### config.mk
export PLATFORM = sky130hd
export DESIGN_NAME = hcsr04_ranger
export DESIGN_NICKNAME = d
export VERILOG_FILES = /design/src/rtl/hcsr04_ranger.sv
export SDC_FILE = /design/constraint.sdc
export NUM_CORES = 1
export LEC_CHECK = 0
export CORE_MARGIN = 4
export CORE_UTILIZATION = 65
export CTS_CLUSTER_DIAMETER = 200
export DETAILED_ROUTE_END_ITERATION = 8
export PLACE_DENSITY_LB_ADDON = 0.3
export SLEW_MARGIN = 20
export SYNTH_ARGS = -nofsm -noshare
export SYNTH_HDL_FRONTEND = slang
export SYNTH_SLANG_ARGS = --single-unit
### constraint.sdc
create_clock -name clk -period 7.9 [get_ports clk]
set_input_delay 1.58 -clock clk [delete_from_list [all_inputs] [get_ports clk]]
set_output_delay 1.58 -clock clk [all_outputs]
set_load 0.005 [all_outputs]
### src/rtl/hcsr04_ranger.sv
// HC-SR04 ultrasonic ranging front-end: trigger generation, echo timing in whole
// centimetres, distance-window qualification and a confirmed single-cycle detect.
module hcsr04_ranger #(
    parameter int unsigned TRIG_CYCLES    = 500,
    parameter int unsigned CYCLES_PER_CM  = 2941,
    parameter int unsigned TIMEOUT_CYCLES = 1500000,
    parameter int unsigned PERIOD_CYCLES  = 3000000,
    parameter int unsigned NEAR_CM        = 95,
    parameter int unsigned FAR_CM         = 102,
    parameter int unsigned CONFIRM        = 3
) (
    input  logic       clk,
    input  logic       rst,
    input  logic       enable,
    input  logic       echo,
    output logic       trig,
    output logic [8:0] distance_cm,
    output logic       dist_valid,
    output logic       timeout,
    output logic       in_window,
    output logic       detect,
    output logic       led
);

    localparam int PER_W  = (PERIOD_CYCLES > 1) ? $clog2(PERIOD_CYCLES) : 1;
    localparam int TMO_W  = (TIMEOUT_CYCLES > 1) ? $clog2(TIMEOUT_CYCLES) : 1;
    localparam int SUB_W  = (CYCLES_PER_CM > 1) ? $clog2(CYCLES_PER_CM) : 1;
    localparam int CONF_W = $clog2(CONFIRM + 1);

    typedef enum logic [2:0] {
        S_IDLE,
        S_TRIG,
        S_WAIT_RISE,
        S_MEASURE,
        S_HOLDOFF
    } state_t;

    state_t             state_q, state_d;
    logic               echo_m_q, echo_s_q;
    logic [PER_W-1:0]   per_q, per_d;
    logic [TMO_W-1:0]   tmo_q, tmo_d;
    logic [SUB_W-1:0]   sub_q, sub_d;
    logic [8:0]         cm_q, cm_d;
    logic [CONF_W-1:0]  conf_q, conf_d;
    logic               trig_q, trig_d;
    logic [8:0]         dist_q, dist_d;
    logic               dist_valid_q, dist_valid_d;
    logic               timeout_q, timeout_d;
    logic               in_window_q, in_window_d;
    logic               detect_q, detect_d;

    logic               sub_wrap;
    logic [SUB_W-1:0]   sub_next;
    logic [8:0]         cm_next;
    logic               tmo_hit;
    logic               dist_in_range;

    // The cycle on which echo_s is seen low still counts, so an echo of exactly
    // CYCLES_PER_CM cycles completes its first centimetre.
    always_comb begin
        sub_wrap = (sub_q == SUB_W'(CYCLES_PER_CM - 1));
        sub_next = sub_wrap ? '0 : sub_q + SUB_W'(1);
        cm_next  = (sub_wrap && cm_q != 9'd511) ? cm_q + 9'd1 : cm_q;
        tmo_hit  = (tmo_q == TMO_W'(TIMEOUT_CYCLES - 1));
    end

    always_comb begin
        state_d      = state_q;
        per_d        = (state_q == S_IDLE) ? per_q : per_q + PER_W'(1);
        tmo_d        = tmo_q + TMO_W'(1);
        sub_d        = sub_q;
        cm_d         = cm_q;
        trig_d       = trig_q;
        dist_d       = dist_q;
        dist_valid_d = 1'b0;
        timeout_d    = 1'b0;

        case (state_q)
            S_IDLE: begin
                if (enable) begin
                    state_d = S_TRIG;
                    per_d   = '0;
                    trig_d  = 1'b1;
                end
            end
            S_TRIG: begin
                if (per_q == PER_W'(TRIG_CYCLES - 1)) begin
                    state_d = S_WAIT_RISE;
                    trig_d  = 1'b0;
                    tmo_d   = '0;
                end
            end
            S_WAIT_RISE: begin
                if (echo_s_q) begin
                    state_d = S_MEASURE;
                    cm_d    = '0;
                    sub_d   = '0;
                    tmo_d   = '0;
                end else if (tmo_hit) begin
                    state_d   = S_HOLDOFF;
                    timeout_d = 1'b1;
                end
            end
            S_MEASURE: begin
                sub_d = sub_next;
                cm_d  = cm_next;
                if (!echo_s_q) begin
                    state_d      = S_HOLDOFF;
                    dist_d       = cm_next;
                    dist_valid_d = 1'b1;
                end else if (tmo_hit) begin
                    state_d   = S_HOLDOFF;
                    timeout_d = 1'b1;
                end
            end
            S_HOLDOFF: begin
                if (per_q == PER_W'(PERIOD_CYCLES - 1)) begin
                    per_d = '0;
                    if (enable) begin
                        state_d = S_TRIG;
                        trig_d  = 1'b1;
                    end else begin
                        state_d = S_IDLE;
                    end
                end
            end
            default: state_d = S_IDLE;
        endcase
    end

    // Confirmation is evaluated on the same edge as dist_valid so detect lines up with it.
    always_comb begin
        conf_d        = conf_q;
        in_window_d   = in_window_q;
        detect_d      = 1'b0;
        dist_in_range = (dist_d >= 9'(NEAR_CM)) && (dist_d <= 9'(FAR_CM));
        if (dist_valid_d) begin
            if (dist_in_range) begin
                in_window_d = 1'b1;
                if (conf_q != CONF_W'(CONFIRM)) begin
                    conf_d   = conf_q + CONF_W'(1);
                    detect_d = (conf_q == CONF_W'(CONFIRM - 1));
                end
            end else begin
                in_window_d = 1'b0;
                conf_d      = '0;
            end
        end
        if (timeout_d) begin
            in_window_d = 1'b0;
            conf_d      = '0;
        end
    end

    always_ff @(posedge clk) begin
        if (rst) begin
            state_q      <= S_IDLE;
            echo_m_q     <= 1'b0;
            echo_s_q     <= 1'b0;
            per_q        <= '0;
            tmo_q        <= '0;
            sub_q        <= '0;
            cm_q         <= '0;
            conf_q       <= '0;
            trig_q       <= 1'b0;
            dist_q       <= '0;
            dist_valid_q <= 1'b0;
            timeout_q    <= 1'b0;
            in_window_q  <= 1'b0;
            detect_q     <= 1'b0;
        end else begin
            state_q      <= state_d;
            echo_m_q     <= echo;
            echo_s_q     <= echo_m_q;
            per_q        <= per_d;
            tmo_q        <= tmo_d;
            sub_q        <= sub_d;
            cm_q         <= cm_d;
            conf_q       <= conf_d;
            trig_q       <= trig_d;
            dist_q       <= dist_d;
            dist_valid_q <= dist_valid_d;
            timeout_q    <= timeout_d;
            in_window_q  <= in_window_d;
            detect_q     <= detect_d;
        end
    end

    assign trig        = trig_q;
    assign distance_cm = dist_q;
    assign dist_valid  = dist_valid_q;
    assign timeout     = timeout_q;
    assign in_window   = in_window_q;
    assign detect      = detect_q;
    assign led         = in_window_q;

endmodule
==> impl_results.md <==
- Status: complete, no violations
- Core Area: around 6300 µm²
- Clk pwr share: between 30% and 40%
- Layout cell share with drive strength beyond 1: 6.26%
- Seq/Total Area, Yosys: 40.0%
- Final nets: 550
- Die height: roughly 89 µm
- P_sw: approximately 0.21 mW
- Worst-case clock buffer depth: 2
- Worst skew pair latency: roughly 0.35 ns
- Final Hold Fails: 0
- Via-per-instance ratio: between 6 and 7
- FP Rows: 29
- R2r setup slk: 4.14 ns
- FF+latch count, synth: 85
- CTS Buf Count: 9
- Crit path required time: between 8 and 9 ns
- IO buf count: 18
- RSZ-0062 raised after global routing: false
- Seq pwr share: a little under three fifths
- P_int: slightly below 0.6 mW
- Largest net degree at the start of global routing: between 60 and 70
- Min-Delay Path Class: flip-flop to flip-flop
- Combinational share of power: between 10% and 20%
- Clock root cell: clkbuf_8
- Post-CTS Hold Fix Bufs: 0
- Area leader, netlist: dfxtp_1
- Synth-to-Final Area Change: 7.93%
- Data arrival time of the worst path: about 4.0 ns
- LEAKAGE: approximately 1.5 nW
- CTS clock-pin slew for the worst setup and hold paths: 0.07 ns
- IO Count: 19
- Crit path time final: about 3.8 ns
- Routed Antenna Nets: 0
- CTS tree: built
- 1st-iter DRT viols: 254
- Detailed-route via count: 3776
- Vias in the first global route: 3460
- Crit path launch type: flip-flop
- Setup violators final: 0
- Fin area: about 4600 µm²
- Top cells by area, synth: dfxtp_1 (40%), nor2_1 (8.4%), nand2_1 (4.7%), a21oi_1 (3.9%), xnor2_1 (3.1%)
- Post-cts resize count: 0
- Placer Congestion: 0.937
- DR DRC count: 0
- Yosys top cell area share: between 30% and 40%
- Synthesized instance count: ~530
- GRT Resource Usage Total: roughly 24%
- Fmax: between 200 and 300 MHz
- Most frequent cells in the layout: nor2_1 (95), dfxtp_1 (85), nand2_1 (53)
- First-pass GRT wire length: around 15 mm
- H-Tree Level Count: 3
- # diodes: 0
- Clk sink count: between 80 and 90
- Post-CTS Setup Inserts: 0
- GRT overflow: 0
- Max-cap violations: 0
- Most used DFF post-synth: dfxtp_1
- Worst-path maximum fanout: 8
- Tcrit/Tclk final: about 48%
- Setup TNS Final: 0 ns
- Detailed Route WL: between 8 and 9 mm
- Switching share of power: a little over a quarter
- Die Width: between 80 and 90 µm
- Clock skew: 0.00768 ns
- Initial antenna violation count: 0
- Wire per inst: between 10 and 15 µm
- Hpwl dp: 6.12 mm
- Placed Instance Area: between 4000 and 5000 µm²
- DIE AREA: about 8000 µm²
- Post-Syn Nets: between 500 and 600
- Number of fill cells: 511
- Mapped cell area: ~4300 µm²
- Crit end category: flip-flop
- First-pass DRT Iterations: 5
- Tightest Pin Transition: ~0.75 ns
- Async SR Flop Fraction: 0%
- Ys Warns: 0
- Crit Path Category: flip-flop to flip-flop
- Post-synth EDFFs: 0
- Syn avg cell area: around 8.0 µm²
- Highest ir drop seen on vdd: roughly 0.11 mV
- Post-synthesis cell type count: 60
- Commonest non-fill, non-tap cell in the layout: nor2_1
- Slew Limit Headroom: between 40% and 50%
- Cell area power density: about 170 nW/µm²
- Starting density of the core: about two thirds
- Slew Viols, Final: 0
routing by layer:
metal	GRT usage, %	vias to the layer above	part of all wire [%]
li1	-	1912	-
met1	32.1	1748	47
met2	38.7	100	47
met3	3.69	16	4.5
met4	10.6	0	1.7
met5	0	-	0
cell families after synthesis:
| logic type | count (synthesis) | share of synthesized area, % |
|---|---|---|
| compound gates | 106 | 16.0 |
| xor+xnor | 28 | 5.76 |
| flops | 85 | 40.0 |
| buf+inv | 34 | 3.58 |
| fa+ha+maj | 9 | 2.59 |
| simple gates | 266 | 30.8 |
| mux | 5 | 1.26 |
path summary, 6_finish.rpt:
path / startpoint / cells after the start / endpoint
min: echo_m_q / 1 / echo_s_q
max reg2reg: cm_q[0] / 12 / conf_q[1]
max: cm_q[0] / 12 / conf_q[1]
min reg2reg: echo_m_q / 1 / echo_s_q
power groups by stage:
stage	logic, mW	clock network [mW]	registers (mW)
detailed placement	0.0827	0	0.458
floorplan	0.0652	0	0.453
finish	0.0836	0.269	0.449
global placement	0.0806	0	0.457
CTS	0.0830	0.274	0.448
global route	0.0942	0.296	0.450
metrics by stage:
step | power, mW | hold WS, ns | setup WS, ns | instances | util [%]
final | 0.801 | 0.439 | 4.14 | 620 | 72.4
after floorplan | 0.519 | 0.414 | 4.60 | 533 | -
after global placement | 0.538 | 0.425 | 4.34 | 604 | 69.6
after global routing | 0.841 | 0.462 | 3.89 | 620 | 72.4
after detailed placement | 0.541 | 0.426 | 4.21 | 604 | 69.6
after CTS | 0.805 | 0.444 | 4.16 | 620 | 72.3
sequential cells by signal, indices dropped and copies added (netlist names), 2 cells and up:
register and flops:
sub_q 12, tmo_q 21, conf_q 2, state_q 3
cm_q 9, per_q 22, distance_cm 9
critical path: stages, from the launching register on:
cell      delay (ns)
dfxtp_1         0.39
ha_1            0.30
and3_1          0.21
and3_1          0.19
ha_1            0.21
or2_2           0.30
nor4_2          0.57
mux2i_1         0.31
a21oi_1         0.12
or4_4           0.53
a211oi_2        0.30
o21ai_1         0.12
a21oi_1         0.15
layout make-up:
class	instances	area (µm²)	share of cell area [%]
clock inverters	4	23.8	0.517
multi-input cells	414	2410	52.4
well taps	77	96.3	2.10
repair buffers	20	190	4.14
clock buffers	12	145	3.16
inverters	8	30.0	0.653
flip-flops and latches	85	1700	37.0
synthesized netlist by cell type (all sizes together), types with 3 or more instances:
cell and n:
nor2 95, dfxtp 85, nand2 53, a21oi 33, nand3 24, clkbuf 23
o21ai 22, nor3 20, xnor2 15, xor2 13, and3 12, a211oi 11
nand4 11, a311oi 10, ha 8, inv 8, nor4 7, or4 7
a31oi 6, o211ai 6, nor2b 5, or3 5, and2 4, nand2b 4
or2 4, buf 3, mux2 3, or2b 3
(Power assumes the default switching activity.)
